$ cat src/rtl/id_ex_pipe_if.sv
// id_ex_pipe_if: bundle between the ID stage, the ID/EX register and the
// EX-stage consumers.
//   master : ID-side driver (decoded fields, EX branch resolution) and
//            consumer of the EX fields, hazard controls and event counters.
//   slave  : the ID/EX register itself.
interface id_ex_pipe_if #(
    parameter int XLEN  = 32,
    parameter int CNT_W = 32
);
    // ID-stage fields
    logic            id_valid;
    logic [XLEN-1:0] id_pc;
    logic [XLEN-1:0] id_rs1_data;
    logic [XLEN-1:0] id_rs2_data;
    logic [XLEN-1:0] id_imm;
    logic [4:0]      id_rs1;
    logic [4:0]      id_rs2;
    logic [4:0]      id_rd;
    logic            id_rs1_used;
    logic            id_rs2_used;
    logic            id_RegWrite;
    logic            id_MemRead;
    logic            id_MemWrite;
    logic            id_MemtoReg;
    logic            id_ALUSrc;
    logic            id_Branch;
    logic [3:0]      id_ALUctrl;
    logic            ex_branch_taken;

    // EX-stage fields
    logic            ex_valid;
    logic [XLEN-1:0] ex_pc;
    logic [XLEN-1:0] ex_rs1_data;
    logic [XLEN-1:0] ex_rs2_data;
    logic [XLEN-1:0] ex_imm;
    logic [4:0]      ex_rs1;
    logic [4:0]      ex_rs2;
    logic [4:0]      ex_rd;
    logic            ex_RegWrite;
    logic            ex_MemRead;
    logic            ex_MemWrite;
    logic            ex_MemtoReg;
    logic            ex_ALUSrc;
    logic            ex_Branch;
    logic [3:0]      ex_ALUctrl;

    // Front-end hazard controls and event counters
    logic             PC_write;
    logic             IF_ID_write;
    logic             IF_ID_flush;
    logic [CNT_W-1:0] stall_count;
    logic [CNT_W-1:0] flush_count;

    modport master (
        output id_valid, id_pc, id_rs1_data, id_rs2_data, id_imm,
               id_rs1, id_rs2, id_rd, id_rs1_used, id_rs2_used,
               id_RegWrite, id_MemRead, id_MemWrite, id_MemtoReg,
               id_ALUSrc, id_Branch, id_ALUctrl, ex_branch_taken,
        input  ex_valid, ex_pc, ex_rs1_data, ex_rs2_data, ex_imm,
               ex_rs1, ex_rs2, ex_rd, ex_RegWrite, ex_MemRead,
               ex_MemWrite, ex_MemtoReg, ex_ALUSrc, ex_Branch, ex_ALUctrl,
               PC_write, IF_ID_write, IF_ID_flush, stall_count, flush_count
    );

    modport slave (
        input  id_valid, id_pc, id_rs1_data, id_rs2_data, id_imm,
               id_rs1, id_rs2, id_rd, id_rs1_used, id_rs2_used,
               id_RegWrite, id_MemRead, id_MemWrite, id_MemtoReg,
               id_ALUSrc, id_Branch, id_ALUctrl, ex_branch_taken,
        output ex_valid, ex_pc, ex_rs1_data, ex_rs2_data, ex_imm,
               ex_rs1, ex_rs2, ex_rd, ex_RegWrite, ex_MemRead,
               ex_MemWrite, ex_MemtoReg, ex_ALUSrc, ex_Branch, ex_ALUctrl,
               PC_write, IF_ID_write, IF_ID_flush, stall_count, flush_count
    );
endinterface

$ cat src/rtl/id_ex_pipe.sv
// id_ex_pipe: ID/EX pipeline register of the 5-stage RISC-V core.
//   clk, rst : rising-edge clock, synchronous active-high reset
//   bus      : id_ex_pipe_if.slave
//              id_*            decoded instruction from ID (1-cycle to ex_*)
//              ex_branch_taken taken branch/jump resolved in EX
//              ex_*            registered EX-stage fields
//              PC_write, IF_ID_write, IF_ID_flush  front-end controls
//              stall_count, flush_count            wrapping event counters
// A load in EX whose destination is read by the instruction in ID inserts
// one bubble; a taken branch in EX squashes the ID instruction instead.
module id_ex_pipe #(
    parameter int XLEN  = 32,
    parameter int CNT_W = 32
) (
    input  logic         clk,
    input  logic         rst,
    id_ex_pipe_if.slave  bus
);

    localparam logic [CNT_W-1:0] CNT_ONE = 1;

    logic            valid_p1;
    logic [XLEN-1:0] pc_p1;
    logic [XLEN-1:0] rs1_data_p1;
    logic [XLEN-1:0] rs2_data_p1;
    logic [XLEN-1:0] imm_p1;
    logic [4:0]      rs1_p1;
    logic [4:0]      rs2_p1;
    logic [4:0]      rd_p1;
    logic            reg_write_p1;
    logic            mem_read_p1;
    logic            mem_write_p1;
    logic            mem_to_reg_p1;
    logic            alu_src_p1;
    logic            branch_p1;
    logic [3:0]      alu_ctrl_p1;
    logic [CNT_W-1:0] stall_cnt_p1;
    logic [CNT_W-1:0] flush_cnt_p1;

    logic hazard;
    logic flush;
    logic bubble;
    logic ctrl_en;

    // ---- ID stage: hazard detection against the instruction now in EX ----
    // x0 is never a real dependency, and unused source fields are ignored
    // so that e.g. the rs2 slot of an I-type cannot stall.
    always_comb begin
        hazard = valid_p1 && mem_read_p1 && (rd_p1 != 5'd0) && bus.id_valid &&
                 ((bus.id_rs1_used && (bus.id_rs1 == rd_p1)) ||
                  (bus.id_rs2_used && (bus.id_rs2 == rd_p1)));
    end

    assign flush   = bus.ex_branch_taken;
    // The ID instruction is wrong-path on a flush, so its stall is dropped.
    assign bubble  = flush || hazard;
    assign ctrl_en = bus.id_valid;

    assign bus.PC_write    = ~(hazard & ~flush);
    assign bus.IF_ID_write = ~(hazard & ~flush);
    assign bus.IF_ID_flush = flush;

    // ---- ID/EX boundary ----
    always_ff @(posedge clk) begin
        if (rst || bubble) begin
            valid_p1      <= 1'b0;
            pc_p1         <= '0;
            rs1_data_p1   <= '0;
            rs2_data_p1   <= '0;
            imm_p1        <= '0;
            rs1_p1        <= '0;
            rs2_p1        <= '0;
            rd_p1         <= '0;
            reg_write_p1  <= 1'b0;
            mem_read_p1   <= 1'b0;
            mem_write_p1  <= 1'b0;
            mem_to_reg_p1 <= 1'b0;
            alu_src_p1    <= 1'b0;
            branch_p1     <= 1'b0;
            alu_ctrl_p1   <= '0;
        end else begin
            valid_p1      <= bus.id_valid;
            pc_p1         <= bus.id_pc;
            rs1_data_p1   <= bus.id_rs1_data;
            rs2_data_p1   <= bus.id_rs2_data;
            imm_p1        <= bus.id_imm;
            rs1_p1        <= bus.id_rs1;
            rs2_p1        <= bus.id_rs2;
            rd_p1         <= bus.id_rd;
            // An invalid ID slot must not carry side-effecting control.
            reg_write_p1  <= ctrl_en & bus.id_RegWrite;
            mem_read_p1   <= ctrl_en & bus.id_MemRead;
            mem_write_p1  <= ctrl_en & bus.id_MemWrite;
            mem_to_reg_p1 <= ctrl_en & bus.id_MemtoReg;
            alu_src_p1    <= ctrl_en & bus.id_ALUSrc;
            branch_p1     <= ctrl_en & bus.id_Branch;
            alu_ctrl_p1   <= ctrl_en ? bus.id_ALUctrl : 4'd0;
        end
    end

    always_ff @(posedge clk) begin
        if (rst) begin
            stall_cnt_p1 <= '0;
            flush_cnt_p1 <= '0;
        end else if (flush) begin
            flush_cnt_p1 <= flush_cnt_p1 + CNT_ONE;
        end else if (hazard) begin
            stall_cnt_p1 <= stall_cnt_p1 + CNT_ONE;
        end
    end

    assign bus.ex_valid    = valid_p1;
    assign bus.ex_pc       = pc_p1;
    assign bus.ex_rs1_data = rs1_data_p1;
    assign bus.ex_rs2_data = rs2_data_p1;
    assign bus.ex_imm      = imm_p1;
    assign bus.ex_rs1      = rs1_p1;
    assign bus.ex_rs2      = rs2_p1;
    assign bus.ex_rd       = rd_p1;
    assign bus.ex_RegWrite = reg_write_p1;
    assign bus.ex_MemRead  = mem_read_p1;
    assign bus.ex_MemWrite = mem_write_p1;
    assign bus.ex_MemtoReg = mem_to_reg_p1;
    assign bus.ex_ALUSrc   = alu_src_p1;
    assign bus.ex_Branch   = branch_p1;
    assign bus.ex_ALUctrl  = alu_ctrl_p1;
    assign bus.stall_count = stall_cnt_p1;
    assign bus.flush_count = flush_cnt_p1;

endmodule

$ cat src/flat_wrapper.sv
// flat-port wrapper written by rule: the top's interface ports become plain ports
module id_ex_pipe_flat 
#(
    parameter int XLEN  = 32,
    parameter int CNT_W = 32
)
  (clk, rst, bus_id_valid, bus_id_pc, bus_id_rs1_data, bus_id_rs2_data, bus_id_imm, bus_id_rs1, bus_id_rs2, bus_id_rd, bus_id_rs1_used, bus_id_rs2_used, bus_id_RegWrite, bus_id_MemRead, bus_id_MemWrite, bus_id_MemtoReg, bus_id_ALUSrc, bus_id_Branch, bus_id_ALUctrl, bus_ex_branch_taken, bus_ex_valid, bus_ex_pc, bus_ex_rs1_data, bus_ex_rs2_data, bus_ex_imm, bus_ex_rs1, bus_ex_rs2, bus_ex_rd, bus_ex_RegWrite, bus_ex_MemRead, bus_ex_MemWrite, bus_ex_MemtoReg, bus_ex_ALUSrc, bus_ex_Branch, bus_ex_ALUctrl, bus_PC_write, bus_IF_ID_write, bus_IF_ID_flush, bus_stall_count, bus_flush_count);
  id_ex_pipe_if #(.XLEN(XLEN), .CNT_W(CNT_W)) bus_i ();
  input  logic clk;
  input  logic rst;
  input wire logic [$bits(bus_i.id_valid)-1:0] bus_id_valid;
  input wire logic [$bits(bus_i.id_pc)-1:0] bus_id_pc;
  input wire logic [$bits(bus_i.id_rs1_data)-1:0] bus_id_rs1_data;
  input wire logic [$bits(bus_i.id_rs2_data)-1:0] bus_id_rs2_data;
  input wire logic [$bits(bus_i.id_imm)-1:0] bus_id_imm;
  input wire logic [$bits(bus_i.id_rs1)-1:0] bus_id_rs1;
  input wire logic [$bits(bus_i.id_rs2)-1:0] bus_id_rs2;
  input wire logic [$bits(bus_i.id_rd)-1:0] bus_id_rd;
  input wire logic [$bits(bus_i.id_rs1_used)-1:0] bus_id_rs1_used;
  input wire logic [$bits(bus_i.id_rs2_used)-1:0] bus_id_rs2_used;
  input wire logic [$bits(bus_i.id_RegWrite)-1:0] bus_id_RegWrite;
  input wire logic [$bits(bus_i.id_MemRead)-1:0] bus_id_MemRead;
  input wire logic [$bits(bus_i.id_MemWrite)-1:0] bus_id_MemWrite;
  input wire logic [$bits(bus_i.id_MemtoReg)-1:0] bus_id_MemtoReg;
  input wire logic [$bits(bus_i.id_ALUSrc)-1:0] bus_id_ALUSrc;
  input wire logic [$bits(bus_i.id_Branch)-1:0] bus_id_Branch;
  input wire logic [$bits(bus_i.id_ALUctrl)-1:0] bus_id_ALUctrl;
  input wire logic [$bits(bus_i.ex_branch_taken)-1:0] bus_ex_branch_taken;
  output wire logic [$bits(bus_i.ex_valid)-1:0] bus_ex_valid;
  output wire logic [$bits(bus_i.ex_pc)-1:0] bus_ex_pc;
  output wire logic [$bits(bus_i.ex_rs1_data)-1:0] bus_ex_rs1_data;
  output wire logic [$bits(bus_i.ex_rs2_data)-1:0] bus_ex_rs2_data;
  output wire logic [$bits(bus_i.ex_imm)-1:0] bus_ex_imm;
  output wire logic [$bits(bus_i.ex_rs1)-1:0] bus_ex_rs1;
  output wire logic [$bits(bus_i.ex_rs2)-1:0] bus_ex_rs2;
  output wire logic [$bits(bus_i.ex_rd)-1:0] bus_ex_rd;
  output wire logic [$bits(bus_i.ex_RegWrite)-1:0] bus_ex_RegWrite;
  output wire logic [$bits(bus_i.ex_MemRead)-1:0] bus_ex_MemRead;
  output wire logic [$bits(bus_i.ex_MemWrite)-1:0] bus_ex_MemWrite;
  output wire logic [$bits(bus_i.ex_MemtoReg)-1:0] bus_ex_MemtoReg;
  output wire logic [$bits(bus_i.ex_ALUSrc)-1:0] bus_ex_ALUSrc;
  output wire logic [$bits(bus_i.ex_Branch)-1:0] bus_ex_Branch;
  output wire logic [$bits(bus_i.ex_ALUctrl)-1:0] bus_ex_ALUctrl;
  output wire logic [$bits(bus_i.PC_write)-1:0] bus_PC_write;
  output wire logic [$bits(bus_i.IF_ID_write)-1:0] bus_IF_ID_write;
  output wire logic [$bits(bus_i.IF_ID_flush)-1:0] bus_IF_ID_flush;
  output wire logic [$bits(bus_i.stall_count)-1:0] bus_stall_count;
  output wire logic [$bits(bus_i.flush_count)-1:0] bus_flush_count;
  assign bus_i.id_valid = bus_id_valid;
  assign bus_i.id_pc = bus_id_pc;
  assign bus_i.id_rs1_data = bus_id_rs1_data;
  assign bus_i.id_rs2_data = bus_id_rs2_data;
  assign bus_i.id_imm = bus_id_imm;
  assign bus_i.id_rs1 = bus_id_rs1;
  assign bus_i.id_rs2 = bus_id_rs2;
  assign bus_i.id_rd = bus_id_rd;
  assign bus_i.id_rs1_used = bus_id_rs1_used;
  assign bus_i.id_rs2_used = bus_id_rs2_used;
  assign bus_i.id_RegWrite = bus_id_RegWrite;
  assign bus_i.id_MemRead = bus_id_MemRead;
  assign bus_i.id_MemWrite = bus_id_MemWrite;
  assign bus_i.id_MemtoReg = bus_id_MemtoReg;
  assign bus_i.id_ALUSrc = bus_id_ALUSrc;
  assign bus_i.id_Branch = bus_id_Branch;
  assign bus_i.id_ALUctrl = bus_id_ALUctrl;
  assign bus_i.ex_branch_taken = bus_ex_branch_taken;
  assign bus_ex_valid = bus_i.ex_valid;
  assign bus_ex_pc = bus_i.ex_pc;
  assign bus_ex_rs1_data = bus_i.ex_rs1_data;
  assign bus_ex_rs2_data = bus_i.ex_rs2_data;
  assign bus_ex_imm = bus_i.ex_imm;
  assign bus_ex_rs1 = bus_i.ex_rs1;
  assign bus_ex_rs2 = bus_i.ex_rs2;
  assign bus_ex_rd = bus_i.ex_rd;
  assign bus_ex_RegWrite = bus_i.ex_RegWrite;
  assign bus_ex_MemRead = bus_i.ex_MemRead;
  assign bus_ex_MemWrite = bus_i.ex_MemWrite;
  assign bus_ex_MemtoReg = bus_i.ex_MemtoReg;
  assign bus_ex_ALUSrc = bus_i.ex_ALUSrc;
  assign bus_ex_Branch = bus_i.ex_Branch;
  assign bus_ex_ALUctrl = bus_i.ex_ALUctrl;
  assign bus_PC_write = bus_i.PC_write;
  assign bus_IF_ID_write = bus_i.IF_ID_write;
  assign bus_IF_ID_flush = bus_i.IF_ID_flush;
  assign bus_stall_count = bus_i.stall_count;
  assign bus_flush_count = bus_i.flush_count;
  id_ex_pipe #(.XLEN(XLEN), .CNT_W(CNT_W)) u_core (.clk(clk), .rst(rst), .bus(bus_i));
endmodule
$ cat config.mk
export PLATFORM = sky130hd
export DESIGN_NAME = id_ex_pipe_flat
export DESIGN_NICKNAME = d
export VERILOG_FILES = /design/src/rtl/id_ex_pipe_if.sv /design/src/rtl/id_ex_pipe.sv /design/src/flat_wrapper.sv
export SDC_FILE = /design/constraint.sdc
export NUM_CORES = 1
export LEC_CHECK = 0
export ABC_AREA = 1
export BUFFER_PORTS_ARGS = -buffer_cell sky130_fd_sc_hd__buf_2
export CAP_MARGIN = 20
export CORE_AREA = 2 2 149 151
export DETAILED_ROUTE_END_ITERATION = 16
export DIE_AREA = 0 0 151 153
export PLACE_DENSITY_LB_ADDON = 0.1
export SLEW_MARGIN = 25
export SYNTH_ARGS = -nofsm -noshare
export SYNTH_HDL_FRONTEND = slang
export SYNTH_SLANG_ARGS = --single-unit
$ cat constraint.sdc
create_clock -name clk -period 2.88 [get_ports clk]
set_input_delay 0.576 -clock clk [delete_from_list [all_inputs] [get_ports clk]]
set_output_delay 0.576 -clock clk [all_outputs]
set_load 0.05 [all_outputs]
==> results.md <==
* Outcome: finished clean
* Pleak at 0.00594 uW
* FILL cells at 2195
* Core area at 0.0215 sq mm
* Seq/Total Area, Yosys at 52.3%
* Mux contribution to synthesized area at 0%
* Clk buf depth at 3
* Overall Global Routing Usage at 22.3%
* Max Cap Viol at 0
* Critical path capture point type: primary output
* CTS root buffer: clkbuf_16
* Antenna violations before repair at 7
* Xor and xnor area share after synthesis at 2.10%
* Area leader, netlist: dfxtp_1
* DRC viols at 0
* Post-route minimum period at 2.64 ns
* Share of the synthesized area in the top cell type at 52.3%
* Post-Synth Simple-Gate Area at 29.1%
* Worst IR Drop VDD at 381 uV
* Die Ht at 153 um
* Largest family of logic cells by synthesized area: simple AND/OR/NAND/NOR gates
* Synth Net Count at 1278
* IO Count at 380
* Sequential cell area at 0.00436 sq mm
* Post-Layout Cell Count at 1802
* RSZ-0062 raised after global routing: false
* Num CTS Buffers at 25
* Initial DRC Count at 389
* Placed insts at 1749
* Worst hold path class: in2reg
* Worst-path clk slew at 0.06 ns
* Most frequent cells in the layout: buf_2, nor2_1, dfxtp_1
* Crit Path Max Fanout at 10
* Worst EP required at 2.30 ns
* Tightest Pin Transition at 0.535 ns
* Distinct cells, synth at 31
* Commonest non-fill, non-tap cell in the layout: buf_2
* CTS tree: done
* Drt first pass iters at 5
* Complex-gate fraction of the synthesized area at 4.07%
* Crit path DAT at 2.07 ns
* Clk_skew at 0.0159 ns
* Final Net Count at 1657
* CTS resizes at 0
* Initial Utilization at 38.8%
* Final hold vios at 0
* Congestion Overflow GR at 0
* Final Setup Violations at 0
* Synth Register Bits at 218
* Detailed placement HPWL at 20600 um
* Vias per cell at 4.40
* Post-Synth Adder-Cell Area at 0.300%
* Drt total wl at 26700 um
* P&R area growth vs syn at 35.3%
* Fin util at 52.5%
* Crit start category: register
* Area of the multi-input gates at 0.00297 sq mm
* Vias in the first global route at 7454
* Die area at 0.0231 sq mm
* Worst-skew pair later-pin latency at 0.53 ns
* Horiz. Die Dim at 151 um
* Routed Antenna Nets at 0
* Share of cells above drive strength 1 at 29.4%
* Tcrit/Tclk final at 91.8%
* H-tree level count at 1
* Fmax at 378 MHz
* Synth top area cells: dfxtp_1, nor2_1, nand2_1
* Syn Inst Count at 1117
* Yosys warns at 0
* Pwr Total at 7030 uW
* Post-CTS setup buffer count at 0
* Max-slew headroom at 64.4%
* Port Buf Inserts at 379
* Max Slew Vio Count at 0
* Vias at 7934
* Mean post-synth cell area at 7.47 sq um
* Hold slack at 0.249 ns
* PwrDens at 623 mW/mm^2
* Clock sinks at 218
* Syn Std Cell Area at 0.00834 sq mm
* TNS Setup at 0 ns
* CTS Hold Bufs at 0
* First-pass GRT wire length at 40400 um
* # rows at 54
* Wire per inst at 14.8 um
* Setup CP Type: reg2out
* GP Congestion at 0.868
* Largest net degree at the start of global routing at 54
-- per-layer routing --
layer / vias up / wire length (um) / part of all wire (%) / track usage (%)
li1: 4132 / - / - / -
met1: 3493 / 10300 / 38 / 24.6
met2: 261 / 13400 / 50 / 40.5
met3: 48 / 2150 / 8.1 / 5.94
met4: 0 / 842 / 3.2 / 7.97
met5: - / 0 / 0 / 0
-- synthesized netlist by cell type --
library cell and instances:
nor2_1 255, dfxtp_1 218, nand2_1 207, inv_1 194
nand3_1 47, a21oi_1 43, nand4_1 22, nor3_1 16
o21ai_0 16, xor2_1 15, nand3b_1 13, buf_6 11
buf_4 10, buf_2 7, clkbuf_1 7, nor2_2 5
xnor2_1 5, nand3_2 4, nor3b_1 4, inv_2 3
a31oi_1 2, buf_1 2, ha_1 2, nor3_2 2
a21oi_4 1, clkinv_1 1, nand2_2 1, nor4_1 1
o21a_1 1, o21bai_1 1, or2_0 1
-- sequential cells by signal (all words and copies together), names as in the netlist, 4 cells and up --
signal / flops
u_core.bus.stall_count: 32
u_core.bus.ex_imm: 32
u_core.bus.ex_pc: 32
u_core.bus.ex_rs1_data: 32
u_core.bus.ex_rs2_data: 32
u_core.bus.ex_rd: 5
u_core.bus.flush_count: 32
u_core.bus.ex_rs1: 5
u_core.bus.ex_ALUctrl: 4
u_core.bus.ex_rs2: 5
-- cells by family (layout without fill, tap and decap cells) --
kind of cell / after synthesis / after routing
compound gates: 64 / 64
buf+inv: 235 / 633
other cells: 0 / 7
flops: 218 / 218
simple gates: 578 / 578
fa+ha+maj: 2 / 2
xor+xnor: 20 / 20
-- per-stage QoR --
step	worst slack [ns]	cell area, sq um
2_1_floorplan	0.441	8340
6_report	0.235	11300
5_1_grt	0.103	11300
3_5_place_dp	0.582	10400
3_3_place_gp	0.620	10400
4_1_cts	0.163	11300
-- critical path, cell delays in order, from the launching register on --
cell	delay, ns
dfxtp_1	0.42
inv_1	0.11
nand4_1	0.11
nand4_1	0.16
inv_1	0.13
buf_4	0.19
nand3_2	0.15
buf_2	0.27
-- worst paths after layout --
kind	startpoint	to	slack, ns	cells past startpoint
max	u_core.bus.ex_rd[4]	bus_IF_ID_write	0.24	7
min	bus_id_pc[3]	u_core.bus.ex_pc[3]	0.25	3
max reg2reg	u_core.bus.stall_count[0]	u_core.bus.stall_count[16]	0.81	8
min reg2reg	u_core.bus.flush_count[11]	u_core.bus.flush_count[11]	0.50	2
-- area by class of cell --
class                      instances  share of cell area, %
tap                              280                   3.11
clock inverter                    10                   1.08
antenna                            7                  0.155
clock buffer                      36                   6.35
inverter                         198                   6.59
sequential                       218                   38.7
multi-input combinational        664                   26.3
timing repair buffer             389                   17.7
-- where the power goes --
group          total (uW)  internal, uW  switching, uW
logic                 705           190            516
clock network        3200          1920           1280
registers            3130          3100           26.2
(Power assumes the default switching activity.)
